<file path="src/rtl/scrambler_tx_sequencer.sv">
// Transmit-side source selector for scrambler_top (8b/10b, 4 symbols per word).
// Chooses, every cycle, between TS1 ordered sets, periodic SKP ordered sets and
// link-layer data / logical idle, and generates the matching scramble_enable
// and per-symbol training_sequence bypass flags. Byte 0 is first on the wire.
//
// state  | meaning
// S_IDLE | link off: all-zero output, SKP timer and request held cleared
// S_TS   | training: TS1 words w0..w3, SKP inserted only ahead of w0
// S_DATA | data mode: link-layer words or logical idle, SKP has priority
module scrambler_tx_sequencer #(
  parameter int unsigned SKP_INTERVAL = 295,
  parameter logic [7:0]  N_FTS        = 8'h80,
  parameter logic [7:0]  RATE_ID      = 8'h02
) (
  input  logic        clk_i,
  input  logic        rst_i,
  input  logic [1:0]  mode_i,
  input  logic        scr_disable_i,
  input  logic [31:0] tx_data_i,
  input  logic [3:0]  tx_datak_i,
  input  logic        tx_valid_i,
  output logic        tx_ready_o,
  output logic [31:0] indata_o,
  output logic [3:0]  datak_o,
  output logic [1:0]  data_len_o,
  output logic        scramble_enable_o,
  output logic [3:0]  training_sequence_o,
  output logic        skp_overrun_o
);

  typedef enum logic [1:0] {
    S_IDLE = 2'd0,
    S_TS   = 2'd1,
    S_DATA = 2'd2
  } state_t;

  localparam logic [1:0]  MODE_TRAIN = 2'b01;
  localparam logic [1:0]  MODE_DATA  = 2'b10;
  localparam logic [11:0] SKP_LAST   = 12'(SKP_INTERVAL - 1);
  localparam logic [31:0] SKP_WORD   = 32'h1C1C1CBC;
  localparam logic [31:0] TS1_W0     = {N_FTS, 8'hF7, 8'hF7, 8'hBC};
  localparam logic [31:0] TS1_W1     = {8'h4A, 8'h4A, 8'h00, RATE_ID};
  localparam logic [31:0] TS1_W23    = 32'h4A4A4A4A;

  state_t      state_q, state_d;
  logic [1:0]  ts_idx_q, ts_idx_d;
  logic [11:0] skp_cnt_q, skp_cnt_d;
  logic        skp_pending_q, skp_pending_d;
  logic [31:0] indata_q, indata_d;
  logic [3:0]  datak_q, datak_d;
  logic [3:0]  ts_q, ts_d;
  logic        scr_en_q, scr_en_d;
  logic        overrun_q, overrun_d;
  logic        skp_take;
  logic        skp_wrap;

  // Data is only accepted in data mode when no SKP is waiting to go out.
  assign tx_ready_o          = (state_q == S_DATA) && !skp_pending_q;
  assign data_len_o          = 2'b10;
  assign indata_o            = indata_q;
  assign datak_o             = datak_q;
  assign training_sequence_o = ts_q;
  assign scramble_enable_o   = scr_en_q;
  assign skp_overrun_o       = overrun_q;

  // Next-state, source selection and SKP scheduling.
  always_comb begin
    state_d       = state_q;
    ts_idx_d      = ts_idx_q;
    skp_cnt_d     = skp_cnt_q;
    skp_pending_d = skp_pending_q;
    indata_d      = 32'h0;
    datak_d       = 4'b0000;
    ts_d          = 4'b0000;
    scr_en_d      = 1'b0;
    overrun_d     = 1'b0;
    skp_take      = 1'b0;
    skp_wrap      = (state_q != S_IDLE) && (skp_cnt_q == SKP_LAST);

    case (state_q)
      S_IDLE: begin
        ts_idx_d = 2'd0;
        if (mode_i == MODE_TRAIN)     state_d = S_TS;
        else if (mode_i == MODE_DATA) state_d = S_DATA;
      end

      S_TS: begin
        ts_d = 4'b1111;
        if (ts_idx_q == 2'd0 && skp_pending_q) begin
          skp_take = 1'b1;
          indata_d = SKP_WORD;
          datak_d  = 4'b1111;
        end else begin
          ts_idx_d = ts_idx_q + 2'd1;
          case (ts_idx_q)
            2'd0: begin
              indata_d = TS1_W0;
              datak_d  = 4'b0111;
            end
            2'd1:    indata_d = TS1_W1;
            default: indata_d = TS1_W23;
          endcase
          // Mode is only honoured on an ordered-set boundary.
          if (ts_idx_q == 2'd3) begin
            if (mode_i == MODE_TRAIN)     state_d = S_TS;
            else if (mode_i == MODE_DATA) state_d = S_DATA;
            else                          state_d = S_IDLE;
          end
        end
      end

      S_DATA: begin
        scr_en_d = ~scr_disable_i;
        if (skp_pending_q) begin
          skp_take = 1'b1;
          indata_d = SKP_WORD;
          datak_d  = 4'b1111;
          ts_d     = 4'b1111;
        end else if (tx_valid_i) begin
          indata_d = tx_data_i;
          datak_d  = tx_datak_i;
        end
        if (mode_i == MODE_TRAIN) begin
          state_d  = S_TS;
          ts_idx_d = 2'd0;
        end else if (mode_i != MODE_DATA) begin
          state_d  = S_IDLE;
        end
      end

      default: begin
        state_d  = S_IDLE;
        ts_idx_d = 2'd0;
      end
    endcase

    if (state_q == S_IDLE) begin
      skp_cnt_d     = 12'd0;
      skp_pending_d = 1'b0;
    end else begin
      skp_cnt_d = skp_wrap ? 12'd0 : skp_cnt_q + 12'd1;
      if (skp_take) skp_pending_d = 1'b0;
      // A wrap starts a new interval, so it wins over a same-cycle SKP send.
      if (skp_wrap) begin
        skp_pending_d = 1'b1;
        overrun_d     = skp_pending_q && !skp_take;
      end
    end
  end

  // State and registered outputs.
  always_ff @(posedge clk_i or negedge rst_i) begin
    if (!rst_i) begin
      state_q       <= S_IDLE;
      ts_idx_q      <= 2'd0;
      skp_cnt_q     <= 12'd0;
      skp_pending_q <= 1'b0;
      indata_q      <= 32'h0;
      datak_q       <= 4'b0000;
      ts_q          <= 4'b0000;
      scr_en_q      <= 1'b0;
      overrun_q     <= 1'b0;
    end else begin
      state_q       <= state_d;
      ts_idx_q      <= ts_idx_d;
      skp_cnt_q     <= skp_cnt_d;
      skp_pending_q <= skp_pending_d;
      indata_q      <= indata_d;
      datak_q       <= datak_d;
      ts_q          <= ts_d;
      scr_en_q      <= scr_en_d;
      overrun_q     <= overrun_d;
    end
  end

endmodule

</file>
<file path="config.mk">
export PLATFORM = sky130hd
export DESIGN_NAME = scrambler_tx_sequencer
export DESIGN_NICKNAME = d
export VERILOG_FILES = /design/src/rtl/scrambler_tx_sequencer.sv
export SDC_FILE = /design/constraint.sdc
export NUM_CORES = 1
export LEC_CHECK = 0
export BUFFER_PORTS_ARGS = -buffer_cell sky130_fd_sc_hd__buf_2
export CORE_ASPECT_RATIO = 0.5
export CORE_MARGIN = 10
export CORE_UTILIZATION = 50
export DETAILED_ROUTE_END_ITERATION = 6
export PLACE_DENSITY = 0.85
export SLEW_MARGIN = 10
export SYNTH_ARGS = -nofsm -noshare
export SYNTH_HDL_FRONTEND = slang
export SYNTH_SLANG_ARGS = --single-unit
</file>
<file path="constraint.sdc">
create_clock -name clk_i -period 2.2 [get_ports clk_i]
set_clock_uncertainty 0.1 [all_clocks]
set_input_delay 0.44 -clock clk_i [delete_from_list [all_inputs] [get_ports clk_i]]
set_output_delay 0.44 -clock clk_i [all_outputs]
set_load 0.1 [all_outputs]
</file>
After elaboration in Yosys (flattened, before gate mapping)
Index checks and enable logic that the tools add are counted.
{"block": "word_totals", "in_bits": 42, "out_inout_bits": 45, "word_cells": 72, "ff_bits": 59}
{"block": "op_classes", "n_mux": 35, "eq_ne": 13, "n_bitwise": 1, "add_sub_neg": 2, "reduce_logical": 12}
{"op": "case mux 32 bit (2 select lines)", "count": 2}
{"op": "2-to-1 mux 32 bit", "count": 3}
{"op": "2-to-1 mux 12 bit", "count": 2}
{"op": "2-to-1 mux 2 bit", "count": 10}
{"op": "2-to-1 mux 4 bit", "count": 4}
{"op": "case mux 4 bit (2 select lines)", "count": 2}
{"op": "adder 12 x 1 -> 12 bit (second input constant)", "count": 1}
{"op": "equality test 12 x 9 -> 1 bit (second input constant)", "count": 1}
{"op": "2-to-1 mux 1 bit", "count": 8}
{"op": "equality test 2 x 1 -> 1 bit (second input constant)", "count": 3}
{"op": "equality test 2 bit (second input constant)", "count": 3}
{"op": "inequality test 2 bit (second input constant)", "count": 3}
{"op": "case mux 2 bit (3 select lines)", "count": 1}
{"op": "logical AND 1 bit", "count": 4}
{"op": "zero test 2 bit", "count": 2}
{"op": "case mux 2 bit (2 select lines)", "count": 1}
{"op": "AND reduction 4 bit", "count": 1}
{"op": "2-to-1 mux 3 bit", "count": 1}
{"op": "inequality test 3 x 1 -> 1 bit (second input constant)", "count": 1}
{"op": "inequality test 3 bit (second input constant)", "count": 1}
{"op": "nonzero test 3 bit", "count": 1}
{"op": "adder 2 x 1 -> 2 bit (second input constant)", "count": 1}
{"op": "zero test 1 bit", "count": 2}
{"op": "inequality test 2 x 1 -> 1 bit (second input constant)", "count": 1}
{"op": "other kinds (4)", "count": 4}

Longest topological paths before layout
Gate-level depths: netlist of run 1.
{"block": "depth", "word_depth": 8, "depth_mapped": 9}

Worst setup path before layout of run 1
OpenSTA, ideal clock, no wires.
{"block": "synth_timing", "path_type": "register to output", "startpoint": "register state_q[0]", "endpoint": "output port tx_ready_o", "path_slack_ns": -0.433, "t_required_ns": 1.660, "stages_incl_launch_ff": 4, "n_path_buf": 0, "arrival_time_ns": 2.093, "cell_sequence": "dfrtp_1 > inv_1 > ha_1 > nor2b_1"}
{"block": "synth_via", "elab_chain_cells": 2}
{"element": "start, declared", "line_no": "45", "rtl": "state_t state_q, state_d;"}
{"element": "start signal, assigned", "line_no": "164", "rtl": "state_q <= state_d;"}
{"element": "equality test 2 bit", "line_no": "58", "rtl": "assign tx_ready_o = (state_q == S_DATA) && !skp_pending_q;"}
{"element": "logical AND 1 bit", "line_no": "58"}
{"element": "end, declared", "line_no": "22", "rtl": "output logic tx_ready_o,"}
Every way passes these cells.

Worst setup path in the final report of run 1
Same ends and word-level chain as after synthesis.

==> key figures, run 1 <==
Routing
  – Pre-antenna DRT Iters: 4
  – Routed Antenna Nets: 0
  – Initial DRC count: 105
  – Total wire length: 6.15 mm
  – Via count: 1,980
  – Via density: 5.00
  – Per-cell routed wire length: 15.5 um
  – Drc violations: 0

Power
  – VDD IR max: 0.00122 V
  – Clock Power Share: 0.156
  – Power Density: 1620 nW/um2
  – Sw power: 2.84 mW
  – Sw Ratio: 0.550
  – Register share of total power: 0.266
  – Internal power: 2.33 mW
  – Lkg Pwr: 1.67 nW
  – Comb pwr share: 0.578

Logic synthesis
  – Post-synth EDFFs: 0
  – Synth Cell Area: 2580 um2
  – Synth cell types: 38
  – Cells after Synth: 245
  – Sequential element share of the synthesized area: 0.543
  – Top FF cell, synth: dfrtp_1
  – Synth async-reset ratio: 1.00
  – Mapped Avg Cell Area: 10.5 um2
  – #FFs+latches synth: 56
  – Net Count, Synth: 299
  – YS warnings: 0

Floorplan
  – Die area: 8610 um2
  – Initial core utilization: 0.521
  – Die boundary width: 122 um
  – Floorplan Core Area: 4950 um2
  – Die Span Y: 70.8 um
  – Ports: 87
  – Row count: 18

Critical path
  – Crit. End Element: output pin
  – CP Launch Type: flip-flop
  – Critical path arrival: 1540 ps
  – Critical Path Max Stage Delay: 420 ps
  – CP Cell Sequence: inv_1 -> ha_1 -> nor2b_2 -> buf_12
  – Worst Setup Path Type: flip-flop to output pin
  – Worst endpoint required time: 1660 ps
  – Worst path slowest cell: dfrtp_1
  – CP Max Fanout: 9

Global route
  – Largest net degree at the start of global routing: 38
  – Total track usage: 0.145
  – Vias in the first global route: 2,110
  – Initial antenna violation count: 0
  – First-pass GRT wire length: 10.2 mm
  – GRT overflow: 0

STA
  – Final-report hold violation count: 0
  – RSZ-0062 raised after global routing: no
  – Slew Limit Fails: 0
  – Final TNS setup: 0 ps
  – FMAX: 481 MHz
  – Fin crit share: 0.945
  – Setup violators final: 0
  – Worst setup margin: 122 ps
  – Worst slew pin tran: 564 ps
  – Post-route minimum period: 2080 ps
  – Slew headroom: 0.624

Run
  – Maximum Capacitance Violations: 0

Layout
  – Most common cell after layout, fill and taps aside: buf_2
  – Cell area after layout: 3200 um2
  – Fin nets: 379
  – Filler cells: 404
  – Ant. Diodes: 0
  – Final core utilization: 0.645
  – Share of post-route cells with drive strength above 1: 0.319
  – Commonest non-fill, non-tap cells in the layout: buf_2 (83), dfrtp_1 (56), nand2_1 (34), a21boi_0 (21), nor2_1 (19)
  – Layout area overhead: 23.8%

Clocking
  – CTS resizes: 0
  – CTS buffer count: 5
  – CTS tree: done
  – Hold_buf cts: 0
  – Clk buf depth: 2
  – Worst-Skew Late Latency: 310 ps
  – Root buf cell: clkbuf_8
  – CTS Sinks: 56
  – Postcts setup bufs: 0
  – H-tree depth: 2
  – Worst-path clk slew: 110 ps

Outcome
  – Status: finished clean

Placed design
  – DP Worst Slack: 270 ps
  – Hpwl dp: 4.59 mm
  – PortBufs: 84
  – Gpl congestion: 0.828
  – Post-DP Area: 3060 um2

Min path
  – Hold crit path type: input pin to asynchronous set/reset pin
Yosys cell counts (3+ instances only):
library cell / number / area share
a21boi_0: 21 / 0.061
nor2_1: 19 / 0.028
a21boi_1: 7 / 0.020
xnor2_1: 7 / 0.024
ha_1: 12 / 0.058
nand3_1: 6 / 0.012
buf_2: 3 / 0.0058
nand2b_1: 3 / 0.0073
nand2_1: 34 / 0.049
and3_1: 3 / 0.0073
a21o_1: 3 / 0.0087
buf_4: 6 / 0.017
dfrtp_1: 56 / 0.54
a21oi_1: 7 / 0.014
clkbuf_1: 6 / 0.0087
a31o_2: 3 / 0.010
inv_1: 10 / 0.015
nor3_1: 5 / 0.0097
nor2b_1: 7 / 0.017
area by class of cell:
cell class / count / area, um2 / share of cell area
clock inverter: 3 / 68.8 / 0.0215
sequential: 56 / 1400 / 0.438
timing repair buffer: 90 / 493 / 0.154
clock buffer: 5 / 68.8 / 0.0215
inverter: 10 / 37.5 / 0.0117
tap: 70 / 87.6 / 0.0274
multi-input combinational: 162 / 1040 / 0.325
metrics by stage:
stage / total power [mW] / hold slack [ps] / std cells
6_report: 5.17 / 12.4 / 396
5_1_grt: 5.41 / 43.3 / 396
4_1_cts: 5.21 / 30.0 / 396
3_5_place_dp: 4.39 / 374 / 388
3_3_place_gp: 4.33 / 354 / 388
2_1_floorplan: 3.87 / 44.4 / 245
critical path, delay by kind of cell, from the launching register on:
family	cells	cell delay [ps]
flip-flops	1	420
adder cells (fa/ha/maj)	1	300
buffers and inverters	2	290
AND/OR/NAND/NOR	1	240
flip-flops by register name, summed over array words and instances (netlist names):
signal	count
scramble_enable_o	1
datak_o	4
ts_idx_q	2
training_sequence_o	1
skp_pending_q	1
state_q	2
skp_cnt_q	12
skp_overrun_o	1
indata_o	32
per-layer routing:
layer	GRT usage	vias up	routed length, um
met5	0	-	0
met4	0.0434	0	85
met3	0.0435	10	279
met2	0.268	47	3370
met1	0.156	959	2420
li1	-	964	-
path summary, 6_finish.rpt:
| kind | from | to | slack [ps] | cells after the start |
|---|---|---|---|---|
| max | state_q[0]$_DFFE_PN0P_ | tx_ready_o | 120 | 4 |
| min | rst_i | ts_idx_q[1]$_DFFE_PN0P_ | 10 | 1 |
| max reg2reg | ts_idx_q[0]$_DFFE_PN0P_ | state_q[0]$_DFFE_PN0P_ | 260 | 6 |
| min reg2reg | skp_cnt_q[0]$_DFF_PN0_ | skp_cnt_q[0]$_DFF_PN0_ | 400 | 1 |
| max in group asynchronous | rst_i | skp_cnt_q[2]$_DFF_PN0_ | 1430 | 2 |
| min in group clk_i | scr_disable_i | scramble_enable_o$_DFF_PN0_ | 170 | 2 |
kinds of logic after synthesis:
family,synth area share
muxes,0.0126
adders and majority gates,0.0582
and+or+nand+nor,0.155
AOI/OAI and AO/OA,0.143
DFF,0.543
other,0.00291
buffers and inverters,0.0553
xor gates and xnor gates,0.0305
power groups by stage:
stage / logic [mW] / registers (mW) / clock network (mW)
finish: 2.99 / 1.37 / 0.804
global route: 3.14 / 1.41 / 0.858
CTS: 3.01 / 1.38 / 0.817
detailed placement: 3.00 / 1.40 / 0
global placement: 2.95 / 1.38 / 0
floorplan: 0.956 / 2.91 / 0
No activity file was read; power rests on OpenSTA's default activity.
==> inputs of run 2 (changes only) <==
--- a/config.mk
+++ b/config.mk
@@ -6,7 +6,7 @@
 export NUM_CORES = 1
 export LEC_CHECK = 0
 export BUFFER_PORTS_ARGS = -buffer_cell sky130_fd_sc_hd__buf_2
-export CORE_ASPECT_RATIO = 0.5
+export CORE_ASPECT_RATIO = 1.2
 export CORE_MARGIN = 10
 export CORE_UTILIZATION = 50
 export DETAILED_ROUTE_END_ITERATION = 6
==> run 2 against run 1 <==
- the flow now finishes with violations (negative hold slack)
- register-to-register slack improved by 30 ps
- first-iteration DRC count fell by 4.8%
- fmax fell by 1.4%
- global-route usage fell by 0.43 points
- die area fell by 1.9%
- sequential power barely moved
- highest routed layer unchanged
- sequential cell count did not move
- via count rose by 0.35%
- combinational power barely moved
- clock power fell by 28%
- critical endpoint unchanged
- worst hold slack got worse by 15 ps
- critical path type unchanged
- largest power group unchanged
- cell area fell by 1.7%
==> key figures, run 2 (synthesis results as in run 1) <==
Placed design
  – Gpl congestion: 0.829
  – DP Worst Slack: 307 ps
  – PortBufs: 84
  – Hpwl dp: 4.67 mm

STA
  – Final TNS setup: 0 ps
  – Final-report hold violation count: 9
  – Worst setup margin: 91.2 ps
  – Hold slack: -2.30 ps
  – Slew headroom: 0.631
  – FMAX: 474 MHz
  – Post-route minimum period: 2110 ps
  – Slew Limit Fails: 0
  – RSZ-0062 raised after global routing: no
  – Worst slew pin tran: 554 ps
  – Fin crit share: 0.959
  – Setup violators final: 0

Layout
  – Filler cells: 399
  – Number of flip-flops in the largest register: 32
  – Commonest non-fill, non-tap cells in the layout: buf_2 (83), dfrtp_1 (56), nand2_1 (34), a21boi_0 (21), nor2_1 (19)
  – Final core utilization: 0.632
  – Layout area overhead: 21.8%
  – Share of post-route cells with drive strength above 1: 0.322
  – Most common cell after layout, fill and taps aside: buf_2
  – Fin nets: 379

Floorplan
  – Ports: 87
  – Die Span Y: 98.7 um
  – Die area: 8450 um2
  – Row count: 28
  – Die boundary width: 85.6 um
  – Floorplan Core Area: 4970 um2
  – Initial core utilization: 0.519

Clocking
  – H-tree depth: 2
  – Worst-Skew Late Latency: 320 ps
  – CTS tree: done
  – Worst-path clk slew: 100 ps
  – CTS buffer count: 5
  – CTS Sinks: 56
  – Root buf cell: clkbuf_8
  – Clk buf depth: 2
  – Hold_buf cts: 0

Global route
  – First-pass GRT wire length: 9.66 mm
  – Initial antenna violation count: 1
  – GRT overflow: 0
  – Vias in the first global route: 1,942
  – Largest net degree at the start of global routing: 33
  – Total track usage: 0.140

Routing
  – Routed Antenna Nets: 0
  – Via count: 1,987
  – Drc violations: 0
  – Pre-antenna DRT Iters: 4
  – Per-cell routed wire length: 15.5 um
  – Initial DRC count: 100
  – Total wire length: 6.00 mm
  – Via density: 5.13

Critical path
  – Critical path arrival: 1570 ps
  – Crit. End Element: output pin
  – Worst path slowest cell: dfrtp_1
  – CP Launch Type: flip-flop
  – Delay-heaviest family, CP: flip-flops
  – Worst Setup Path Type: flip-flop to output pin
  – CP bufs+invs: 2
  – Critical Path Max Stage Delay: 430 ps
  – Reg2reg setup slack: 290 ps
  – CP Cell Sequence: inv_1 -> ha_2 -> nor2b_2 -> buf_12
  – Worst endpoint required time: 1660 ps
  – CP Max Fanout: 9

Power
  – Power Density: 1570 nW/um2
  – Register share of total power: 0.277
  – VDD IR max: 0.000976 V
  – Sw Ratio: 0.574
  – Sw power: 2.83 mW
  – Clock Power Share: 0.117
  – Lkg Pwr: 1.65 nW
  – Internal power: 2.10 mW
  – Comb pwr share: 0.607

Outcome
  – Violated checks: negative hold slack
  – Status: complete, but fails checks

Min path
  – Hold crit path type: input pin to asynchronous set/reset pin

Run
  – Maximum Capacitance Violations: 0
[run 2: layout make-up]
| type | instances | area [um2] | share of cell area |
|---|---|---|---|
| well taps | 60 | 75.1 | 0.0239 |
| multi-input cells | 162 | 1040 | 0.332 |
| flip-flops and latches | 56 | 1400 | 0.446 |
| clock buffers | 5 | 68.8 | 0.0219 |
| diodes | 1 | 2.50 | 0.000796 |
| inverters | 10 | 37.5 | 0.0119 |
| repair buffers | 90 | 493 | 0.157 |
| clock inverters | 3 | 22.5 | 0.00717 |
[run 2: repair_timing]
action | in CTS | in global routing
gates resized for setup | 0 | 1
setup buffers | 0 | 0
setup endpoints to repair | 0 | 1
hold endpoints to repair | 0 | 0
[run 2: per-stage QoR]
| stage | std cells | power (mW) | instance area (um2) | hold slack [ps] |
|---|---|---|---|---|
| after floorplan | 245 | 3.87 | 2580 | 44.4 |
| after global placement | 378 | 4.35 | 3050 | 360 |
| after detailed placement | 378 | 4.39 | 3050 | 363 |
| after CTS | 386 | 4.96 | 3140 | 16.0 |
| after global routing | 386 | 5.16 | 3140 | 52.2 |
| final | 387 | 4.94 | 3140 | -2.30 |
[run 2: routing by layer]
metal  wire [um]  vias to the layer above  global-route usage
li1            -                      966                   -
met1        2370                      954               0.160
met2        3030                       58               0.232
met3         478                        9              0.0478
met4         122                        0              0.0622
met5           0                        -                   0
[run 2: worst paths after layout]
kind | from | to | cells after the start
min reg2reg | skp_cnt_q[0]$_DFF_PN0_ | skp_cnt_q[0]$_DFF_PN0_ | 1
max | state_q[0]$_DFFE_PN0P_ | tx_ready_o | 4
min in group clk_i | scr_disable_i | scramble_enable_o$_DFF_PN0_ | 2
max reg2reg | ts_idx_q[0]$_DFFE_PN0P_ | state_q[0]$_DFFE_PN0P_ | 6
max in group asynchronous | rst_i | indata_o[18]$_DFF_PN0_ | 2
min | rst_i | indata_o[13]$_DFF_PN0_ | 1
[run 2: power groups by stage]
stage / Sequential (mW) / Clock [mW] / Combinational, mW
floorplan: 2.91 / 0 / 0.956
global placement: 1.38 / 0 / 2.97
detailed placement: 1.39 / 0 / 3.00
CTS: 1.37 / 0.589 / 3.01
global route: 1.39 / 0.620 / 3.15
finish: 1.37 / 0.575 / 3.00
